--- config.mk ---
export PLATFORM = sky130hd
export DESIGN_NAME = mac_operand_accumulator
export DESIGN_NICKNAME = d
export VERILOG_FILES = /design/src/rtl/mac_operand_accumulator.sv
export SDC_FILE = /design/constraint.sdc
export NUM_CORES = 1
export LEC_CHECK = 0
export ABC_CLOCK_PERIOD_IN_PS = 5700
export CELL_PAD_IN_SITES_DETAIL_PLACEMENT = 0
export CELL_PAD_IN_SITES_GLOBAL_PLACEMENT = 1
export CORE_MARGIN = 1
export CORE_UTILIZATION = 42
export CTS_BUF_LIST = sky130_fd_sc_hd__clkbuf_8
export DETAILED_ROUTE_END_ITERATION = 16
export PLACE_DENSITY = 0.83
export SLEW_MARGIN = 20
export SYNTH_ARGS = -nofsm -noshare
export SYNTH_HDL_FRONTEND = slang
export SYNTH_SLANG_ARGS = --single-unit
--- constraint.sdc ---
create_clock -name Clock -period 5.7 [get_ports Clock]
set_input_delay 1.71 -clock Clock [delete_from_list [all_inputs] [get_ports Clock]]
set_output_delay 1.71 -clock Clock [all_outputs]
set_load 0.1 [all_outputs]
--- src/rtl/mac_operand_accumulator.sv ---
// Two-word operand capture from the keypad scanner, 16-cycle shift-add multiply,
// and a running sum of products with sticky overflow / lost-word flags.
module mac_operand_accumulator #(
    parameter int ACC_W = 40
) (
    input  logic             Clock,
    input  logic             Reset,
    input  logic             data_ready,
    input  logic [15:0]      mem_reg,
    input  logic             acc_clr,
    output logic [15:0]      op_a,
    output logic [15:0]      op_b,
    output logic [31:0]      product,
    output logic [ACC_W-1:0] acc_out,
    output logic             done,
    output logic             busy,
    output logic             overflow,
    output logic             lost_word,
    output logic [1:0]       state
);

    // Handshake: data_ready is a level from the scanner; a word is taken only on its
    // rising edge (data_ready & ~dr_q), so a held-high flag yields one arrival.
    typedef enum logic [1:0] {
        GET_A = 2'd0,
        GET_B = 2'd1,
        MULT  = 2'd2,
        ACC   = 2'd3
    } state_t;

    state_t          cur;
    state_t          nxt;
    logic            dr_q;
    logic            arrival;
    logic [3:0]      step;
    logic [31:0]     partial;
    logic [31:0]     addend;
    logic [ACC_W:0]  sum;

    assign arrival = data_ready & ~dr_q;
    assign state   = cur;
    assign busy    = (cur == MULT) || (cur == ACC);
    assign addend  = op_b[step] ? ({16'b0, op_a} << step) : 32'd0;
    assign sum     = {1'b0, acc_out} + {{(ACC_W - 31){1'b0}}, product};

    always_ff @(posedge Clock) begin
        if (Reset) begin
            cur <= GET_A;
        end else begin
            cur <= nxt;
        end
    end

    always_comb begin
        nxt = cur;
        if (acc_clr) begin
            nxt = GET_A;
        end else begin
            case (cur)
                GET_A: if (arrival) nxt = GET_B;
                GET_B: if (arrival) nxt = MULT;
                MULT:  if (step == 4'd15) nxt = ACC;
                ACC:   nxt = GET_A;
                default: nxt = GET_A;
            endcase
        end
    end

    always_ff @(posedge Clock) begin
        if (Reset) begin
            dr_q      <= 1'b0;
            op_a      <= 16'd0;
            op_b      <= 16'd0;
            product   <= 32'd0;
            acc_out   <= '0;
            done      <= 1'b0;
            overflow  <= 1'b0;
            lost_word <= 1'b0;
            step      <= 4'd0;
            partial   <= 32'd0;
        end else begin
            dr_q <= data_ready;
            done <= 1'b0;
            if (acc_clr) begin
                // Clear wins over any arrival on this edge; operands are kept.
                product   <= 32'd0;
                acc_out   <= '0;
                overflow  <= 1'b0;
                lost_word <= 1'b0;
                step      <= 4'd0;
                partial   <= 32'd0;
            end else begin
                case (cur)
                    GET_A: begin
                        if (arrival) op_a <= mem_reg;
                    end
                    GET_B: begin
                        if (arrival) begin
                            op_b    <= mem_reg;
                            step    <= 4'd0;
                            partial <= 32'd0;
                        end
                    end
                    MULT: begin
                        partial <= partial + addend;
                        step    <= step + 4'd1;
                        if (step == 4'd15) product <= partial + addend;
                        if (arrival) lost_word <= 1'b1;
                    end
                    ACC: begin
                        acc_out <= sum[ACC_W-1:0];
                        if (sum[ACC_W]) overflow <= 1'b1;
                        done <= 1'b1;
                        if (arrival) lost_word <= 1'b1;
                    end
                    default: ;
                endcase
            end
        end
    end

endmodule

Yosys cells after proc, flatten, opt, wreduce, memory -nomap -nowiden
Cells that the tools add are included.
{"block": "classes", "add_sub_neg": 3, "eq_ne": 7, "shift": 1, "reduce_logical": 12, "mul": 0, "div_mod_pow": 0, "bitwise_logic": 3, "order_cmp": 1, "n_mux": 12}
{"operator": "$mux 32", "n": 2}
{"operator": "$pmux 32 s2", "n": 1}
{"operator": "$add 40x32->41", "n": 1}
{"operator": "$add 32x32->32", "n": 1}
{"operator": "$shl 16x4->32", "n": 1}
{"operator": "$reduce_and 3->1", "n": 3}
{"operator": "$pmux 2 s4", "n": 1}
{"operator": "$pmux 4 s2", "n": 1}
{"operator": "$reduce_and 2->1", "n": 4}
{"operator": "$mux 2", "n": 3}
{"operator": "$lt 4x5->1 const B", "n": 1}
{"operator": "$add 4x1->4 const B", "n": 1}
{"operator": "$bmux 1 s4", "n": 1}
{"operator": "$eq 2x2->1 const B", "n": 2}
{"operator": "$eq 4x4->1 const B", "n": 1}
{"operator": "$mux 4", "n": 1}
{"operator": "$ne 2x2->1 const B", "n": 2}
{"operator": "$reduce_or 2->1", "n": 2}
{"operator": "$eq 2x1->1 const B", "n": 1}
{"operator": "$logic_not 2->1", "n": 1}
{"operator": "$mux 1", "n": 2}
{"operator": "$ne 2x1->1 const B", "n": 1}
{"operator": "$not 1->1", "n": 2}
{"operator": "$reduce_bool 2->1", "n": 1}
{"operator": "2 further kinds", "n": 2}
{"block": "totals", "register_bits": 146, "latchBits": 0, "inputBits": 20, "n_memories": 0, "mem_bits_ro": 0, "elab_cells": 50, "out_inout_bits": 110, "mem_bits_rw": 0}

Logic depth before layout (Yosys ltp)
Gate-level depths: netlist of run 1.
{"block": "depth", "depth_word": 5, "depth_mapped": 20, "depth_no_buf": 16}

Worst setup path after synthesis of run 1
OpenSTA, ideal clock, no wires.
{"block": "synth_timing", "kind": "register -> register", "from": "register op_b[13]", "to": "register partial[24]", "setup_time_ps": 117, "path_slack_ps": 1277, "n_path_buf": 3, "period_less_slack_ps": 4423, "t_required_ps": 5583, "t_arrival_ps": 4306, "path_stages_with_launch": 20, "cell_sequence": "dfxtp_1 mux4_2 nor2_1 nor2_1 o21ai_0 and2_0 clkbuf_1 clkbuf_1 a211oi_1 ha_1 clkbuf_1 a21o_1 a21o_1 a21oi_1 o21a_1 a21bo_2 a21oi_1 o21ai_0 xor2_1 a22o_1"}
{"block": "synth_via", "elab_chain_len": 5}
{"item": "from (decl)", "line": "12", "rtl": "output logic [15:0] op_b,"}
{"item": "from (signal assigned)", "line": "99", "rtl": "op_b <= mem_reg;"}
{"item": "$bmux 1 s4", "line": "43", "rtl": "assign addend = op_b[step] ? ({16'b0, op_a} << step) : 32'd0;"}
{"item": "$mux 1 (not written as such)", "line": "43"}
{"item": "$mux 32", "line": "43"}
{"item": "$add 32x32->32", "line": "105", "rtl": "partial <= partial + addend;"}
{"item": "$pmux 32 s2", "line": "93", "rtl": "case (cur)"}
{"item": "to (signal assigned)", "line": "105"}
{"item": "to (decl)", "line": "36", "rtl": "logic [31:0] partial;"}
No other way between the ends. The select of a mux whose other input is x is not followed.
A chain may end at the register's enable or synchronous reset.

Worst setup path in the final report of run 1
{"block": "layout_timing", "from": "register step[0]", "to": "register product[31]"}
{"block": "layout_via", "elab_chain_len": 4, "elab_cells_between_ends": 7, "classes_between": "add/sub (1); eq/ne (1); shift (1); mux (3); reduce/logical (1)"}
{"item": "from (decl)", "line": "35", "rtl": "logic [3:0] step;"}
{"item": "from (signal assigned)", "line": "106", "rtl": "step <= step + 4'd1;"}
{"item": "$bmux 1 s4", "line": "43"}
{"item": "$mux 1 (not written as such)", "line": "43"}
{"item": "$mux 32", "line": "43"}
{"item": "$add 32x32->32", "line": "107", "rtl": "if (step == 4'd15) product <= partial + addend;"}
{"item": "to (signal assigned)", "line": "107"}
{"item": "to (decl)", "line": "13", "rtl": "output logic [31:0] product,"}
Several ways; a longest one is shown, not always the timed one. The select of a mux whose other input is x is not followed.

==> results of run 1 <==
registers in the layout, indices dropped and copies added, names as in the netlist:
name,cells
op_b,16
dr_q,1
lost_word,1
op_a,16
acc_out,40
partial,32
overflow,1
product,32
step,4
done,1
state,2
final timing paths:
check	startpoint	end	slack, ns	cells after the start
max	step[0]$_SDFFE_PP0P_	product[31]$_SDFFE_PP0P_	0.93	13
min	partial[27]$_SDFFE_PP0P_	partial[27]$_SDFFE_PP0P_	0.48	2
max reg2reg	step[0]$_SDFFE_PP0P_	product[31]$_SDFFE_PP0P_	0.93	13
min reg2reg	partial[27]$_SDFFE_PP0P_	partial[27]$_SDFFE_PP0P_	0.48	2
worst max-delay path, delay by kind of cell (launching register included):
kind                       cells  cell delay (ns)
xor gates and xnor gates       1             0.17
and+or+nand+nor                5             1.50
DFF                            1             0.57
muxes                          1             0.56
AOI/OAI and AO/OA              5             1.45
adders and majority gates      1             0.43
metrics by stage:
| step | setup WS (ns) | hold slack (ns) | util [%] | power [mW] |
|---|---|---|---|---|
| after global placement | 1.06 | 0.446 | 49.8 | 1.21 |
| after CTS | 0.949 | 0.480 | 51.7 | 2.12 |
| final | 0.930 | 0.476 | 51.7 | 2.09 |
| after global routing | 0.416 | 0.497 | 51.7 | 2.16 |
| after floorplan | 1.28 | 0.432 | - | 1.16 |
| after detailed placement | 0.962 | 0.459 | 49.8 | 1.21 |
final cells by class:
type	count	area share [%]
clock buffers	18	2.19
clock inverters	13	1.54
inverters	20	0.663
multi-input cells	947	54.4
flip-flops and latches	146	25.8
well taps	280	3.10
repair buffers	143	12.3
layout by cell type (no fill, tap or decap), types with 14 or more instances in the layout:
cell,count
nand2_1,200
dfxtp_1,146
a21oi_1,137
clkdlybuf4s50_1,129
nor2_1,105
ha_1,67
o21ai_0,40
nand3_1,36
mux2i_1,33
a21o_1,29
xor2_1,28
a211oi_1,24
xnor2_1,24
inv_1,20
clkbuf_8,18
a31oi_1,16
and3_1,14
o21a_1,14
buf_4,14
power by group through the flow:
stage	Combinational, mW	Sequential, mW	Clock, mW
global placement	0.152	1.06	0
floorplan	0.0561	1.11	0
finish	0.152	1.04	0.899
global route	0.161	1.04	0.957
detailed placement	0.152	1.06	0
CTS	0.152	1.04	0.926
per-layer routing:
metal / up-vias / track usage (%) / part of all wire, %
li1: 4432 / - / -
met1: 4027 / 32.4 / 51
met2: 170 / 35.4 / 44
met3: 25 / 3.56 / 3.8
met4: 0 / 7.43 / 1.5
met5: - / 0 / 0
logic make-up (layout without fill, tap and decap cells):
group	count (synthesis)	in the layout	synth area share [%]
flops	146	146	31.1
buf+inv	86	194	3.58
xor+xnor	52	52	4.84
fa+ha+maj	70	70	9.48
simple gates	443	443	21.4
compound gates	332	332	22.5
mux	50	50	7.11
==> flow_summary.json, run 1 <==
{
  "status": "complete, no violations",
  "hpwl_mm": 19.1,
  "track_usage_pct": 22.9,
  "path_cells": "mux4_2 -> o21ai_0 -> and2_0 -> nor2_1 -> ha_1 -> nand3_1 -> or3b_1 -> o21ai_1 -> a221oi_1 -> o31ai_1 -> xor2_1 -> nand2_1 -> a21oi_1",
  "cts_tree": "built",
  "cts_inserted_buffers": 17,
  "worst-path-max-fanout": 15,
  "place.gp.congestion": 0.892,
  "period_needed_ns": 4.77,
  "cts.sinks": 146,
  "syn_inst": 1179,
  "synthFlopType": "dfxtp_1",
  "vias": 8654,
  "drt-initial-drc-count": 479,
  "cp.required_ns": 6.09,
  "end_kind": "flop",
  "instances_no_fill": 1567,
  "p_leak_nw": 4.44,
  "synth_area_um2": 9400,
  "multiInputGateArea_um2": 6150,
  "cts-hold-fix-buffers": 0,
  "cp_slowest_cell": "and2_0",
  "num-fill-cells": 2165,
  "wl_mm": 25.6,
  "drc": 0,
  "synth-edff-count": 0,
  "yosysSeqAreaShare_pct": 31.1,
  "p_sw_uw": 567,
  "yosysWarnings": 0,
  "layout-drive-gt1-share_pct": 6.45,
  "register_area_um2": 2920,
  "rsz0062_at_grt": "false",
  "clkPwrFrac_pct": 43.0,
  "synth_most_common_cell": "nand2_1",
  "fin_tns_setup_ns": 0,
  "critical_path_class": "reg2reg",
  "die_height_um": 152,
  "fin_skew_ns": 0.0181,
  "seqPwrFrac_pct": 49.7,
  "power.internal_mw": 1.52,
  "start_util_pct": 42.9,
  "crit_path_start_kind": "flop",
  "ir_drop_uv": 111,
  "yosysTopAreaCell": "dfxtp_1",
  "dp.cells": 1536,
  "yosys-top-cells-area": "dfxtp_1 (31%), ha_1 (9.1%), nand2_1 (8.0%)",
  "cts_resized": 0,
  "clockBufferDepth": 2,
  "nNetsFinal": 1365,
  "overflow": 0,
  "slew_headroom_pct": 31.9,
  "p_comb_share_pct": 7.3,
  "grt_max_degree": 56,
  "rows": 54,
  "place_area_um2": 10900,
  "grt_pass1_vias": 8055,
  "cts_root_buf": "clkbuf_8",
  "die_area_um2": 23000,
  "worstMarginPinSlew_ns": 1.02,
  "hp-class": "reg2reg",
  "port_buffers": 129,
  "worstPathArrival_ns": 5.16,
  "fmax_mhz": 210,
  "drtAntennaViolNets": 0,
  "synth_area_per_cell_um2": 7.97,
  "htreeDepth": 4,
  "drt_first_pass_iters": 7,
  "num_antenna_cells": 0,
  "io-pin-count": 130,
  "powerDensity_nw_per_um2": 185,
  "core_region_area_um2": 21900,
  "wl_per_cell_um": 16.4,
  "maxCapViolations": 0,
  "hold_viol": 0,
  "insertion_delay_ns": 0.46,
  "area_delta_synth_final_pct": 20.4,
  "antenna_found_initial": 0,
  "synthTopCellsByCount": "nand2_1 (200), dfxtp_1 (146), a21oi_1 (137)",
  "finalSetupViolCount": 0,
  "die_w_um": 152,
  "yosysTopAreaCellShare_pct": 31.1,
  "slowest_delay_ns": 0.68,
  "syn_nets": 1269,
  "yosysUniqueCellTypes": 72,
  "vias_per_cell": 5.52,
  "switching_share_pct": 27.2,
  "ys_ff_latch": 146,
  "clk_pin_slew_ns": 0.09,
  "grt_first_pass_wirelength_mm": 41.6,
  "async_reset_ff_share_pct": 0,
  "maxSlewViolCount": 0,
  "postCtsSetupBuffers": 0,
  "final_area_um2": 11300,
  "finalCritPeriodShare_pct": 83.7
}
(Power assumes the default switching activity.)
==> run 2: changes to the inputs <==
ABC_CLOCK_PERIOD_IN_PS = 5000   (was 5700)
clock period = 5 ns   (was 5.7 ns; I/O delays follow)
==> run 2 against run 1 <==
  * Count of clock-buffer cells in the layout shrank 1
  * Fmax up 6.8%
  * Utilization shrank 0.13 points
  * Combinational power rose by 14%
  * Sequential cell count unchanged
  * First-iteration DRC count grew 4.4%
  * Cell count increased by 0.19%
  * Global-route usage increased by 0.40 points
  * Register-to-register slack worse by 0.40 ns
  * Worst hold slack lost 0.0015 ns
  * Largest cell class unchanged
  * Clock power is 2.9% higher
  * Die area unchanged
==> flow_summary.json, run 2 (synthesized netlist as in run 1, its figures left out) <==
{
  "insertion_delay_ns": 0.47,
  "cts_inserted_buffers": 17,
  "cp_common_cell": "nand2_1",
  "pre_cts_ws_ns": 0.657,
  "setup_ws_ns": 0.532,
  "critical_path_class": "reg2reg",
  "grt_max_degree": 54,
  "worst-path-max-fanout": 26,
  "drt-initial-drc-count": 500,
  "grt_first_pass_wirelength_mm": 42.2,
  "cts_root_buf": "clkbuf_8",
  "end_kind": "flop",
  "reg2reg_depth": 16,
  "reg_top3": "acc_out: 40 flops, partial: 32 flops, product: 32 flops",
  "hp-class": "reg2reg",
  "crit_path_start_kind": "flop",
  "fin_tns_setup_ns": 0,
  "p_leak_nw": 4.43,
  "maxSlewViolCount": 0,
  "slowest_delay_ns": 0.58,
  "core_region_area_um2": 21900,
  "clk_pin_slew_ns": 0.09,
  "worstMarginPinSlew_ns": 1.01,
  "worstPathArrival_ns": 4.88,
  "postCtsSetupBuffers": 0,
  "io-pin-count": 130,
  "hold_viol": 0,
  "final_cell_mix": "nand2_1 (200), dfxtp_1 (146), a21oi_1 (137)",
  "r2r_start": "step[0]$_SDFFE_PP0P_",
  "startpoint": "step[0]$_SDFFE_PP0P_",
  "critPathCapture": "product[30]$_SDFFE_PP0P_",
  "maxCapViolations": 0,
  "fin_worst_hold_slack_ns": 0.474,
  "die_w_um": 152,
  "largest_reg_flops": 40,
  "overflow": 0,
  "period_needed_ns": 4.47,
  "max_flop_register": "acc_out",
  "slew_headroom_pct": 32.5,
  "regToRegSetupSlack_ns": 0.53,
  "num_antenna_cells": 0,
  "cts-hold-fix-buffers": 0,
  "finalSetupViolCount": 0,
  "status": "complete, no violations",
  "wl_mm": 26.1,
  "antenna_found_initial": 0,
  "cts_tree": "built",
  "finalCritPeriodShare_pct": 89.4,
  "die_height_um": 152,
  "powerDensity_nw_per_um2": 202,
  "cts_resized": 0,
  "drtAntennaViolNets": 0,
  "cts.sinks": 146,
  "hpwl_mm": 19.4,
  "rsz0062_at_grt": "false",
  "htreeDepth": 4,
  "cp_slowest_cell": "o31ai_1",
  "rows": 54,
  "die_area_um2": 23000,
  "cp.required_ns": 5.41,
  "ir_drop_uv": 146,
  "r2r-end": "product[30]$_SDFFE_PP0P_",
  "nNetsFinal": 1367,
  "layout-drive-gt1-share_pct": 6.51,
  "vias_per_cell": 5.63,
  "final_area_um2": 11300,
  "wl_per_cell_um": 16.6,
  "cp_num_buf_inv": 1,
  "area_delta_synth_final_pct": 20.1,
  "fin_skew_ns": 0.0122,
  "fmax_mhz": 224,
  "place_area_um2": 10900,
  "clockBufferDepth": 2,
  "grt_pass1_vias": 8141,
  "path_cells": "buf_4 -> mux2_2 -> nand2_1 -> o21ai_0 -> mux2i_1 -> nor2_1 -> ha_1 -> nand2_1 -> o21bai_1 -> o41ai_2 -> o31ai_1 -> a21oi_1 -> a21boi_1 -> a31oi_1 -> or4_1 -> nand3_1",
  "drc": 0,
  "final_common_cell": "nand2_1",
  "vias": 8835,
  "port_buffers": 129,
  "cp_num_cells": 16,
  "final_util_pct": 51.6,
  "track_usage_pct": 23.3,
  "place.gp.congestion": 0.873,
  "start_util_pct": 42.9,
  "drt_first_pass_iters": 5,
  "crit_family": "compound AO/OA/AOI/OAI gates"
}
[run 2: cell types whose count changed in the layout (fill, tap and decap cells not counted)]
cell,delta
inv_8,-1
clkinvlp_4,+2
clkbuf_8,-1
clkinv_4,+1
bufinv_16,-1
buf_4,+2
clkinv_2,+3
inv_1,+2
inv_6,-4
[run 2: tightest hold or removal path, stage by stage, from the launching register on]
cell     delay [ns]
dfxtp_1        0.34
nand2_1        0.05
o21ai_0        0.06
[run 2: worst min path at each step]
stage	slack, ns	end	cells past startpoint	startpoint
2_1_floorplan	0.43	partial[23]$_SDFFE_PP0P_	2	partial[23]$_SDFFE_PP0P_
3_3_place_gp	0.45	partial[28]$_SDFFE_PP0P_	2	partial[28]$_SDFFE_PP0P_
3_5_place_dp	0.46	partial[19]$_SDFFE_PP0P_	2	partial[19]$_SDFFE_PP0P_
4_1_cts	0.48	partial[19]$_SDFFE_PP0P_	2	partial[19]$_SDFFE_PP0P_
5_1_grt	0.50	partial[0]$_SDFFE_PP0P_	2	partial[0]$_SDFFE_PP0P_
6_report	0.47	partial[30]$_SDFFE_PP0P_	2	partial[30]$_SDFFE_PP0P_
[run 2: through the flow]
step,power (mW),std cells
after floorplan,1.33,1179
after global placement,1.38,1538
after detailed placement,1.38,1538
after CTS,2.30,1570
after global routing,2.36,1570
final,2.28,1570
[run 2: cell type report]
| class | instances | area, um2 |
|---|---|---|
| fill | 2166 | 10600 |
| clock buffer | 17 | 234 |
| inverter | 20 | 75.1 |
| tap | 280 | 350 |
| timing repair buffer | 145 | 1410 |
| multi-input combinational | 947 | 6150 |
| clock inverter | 15 | 144 |
| sequential | 146 | 2920 |
[run 2: where the power goes]
group          internal [mW]  total, mW  switching (mW)
Clock                  0.437      0.925           0.487
Sequential              1.17       1.18          0.0133
Combinational         0.0491      0.174           0.125
[run 2: metal layers]
layer / vias up / share of wire, % / global-route usage (%)
met5: - / 0 / 0
met2: 246 / 44 / 35.7
met1: 4123 / 49 / 33.0
li1: 4438 / - / -
met3: 28 / 5.1 / 3.80
met4: 0 / 1.5 / 7.82
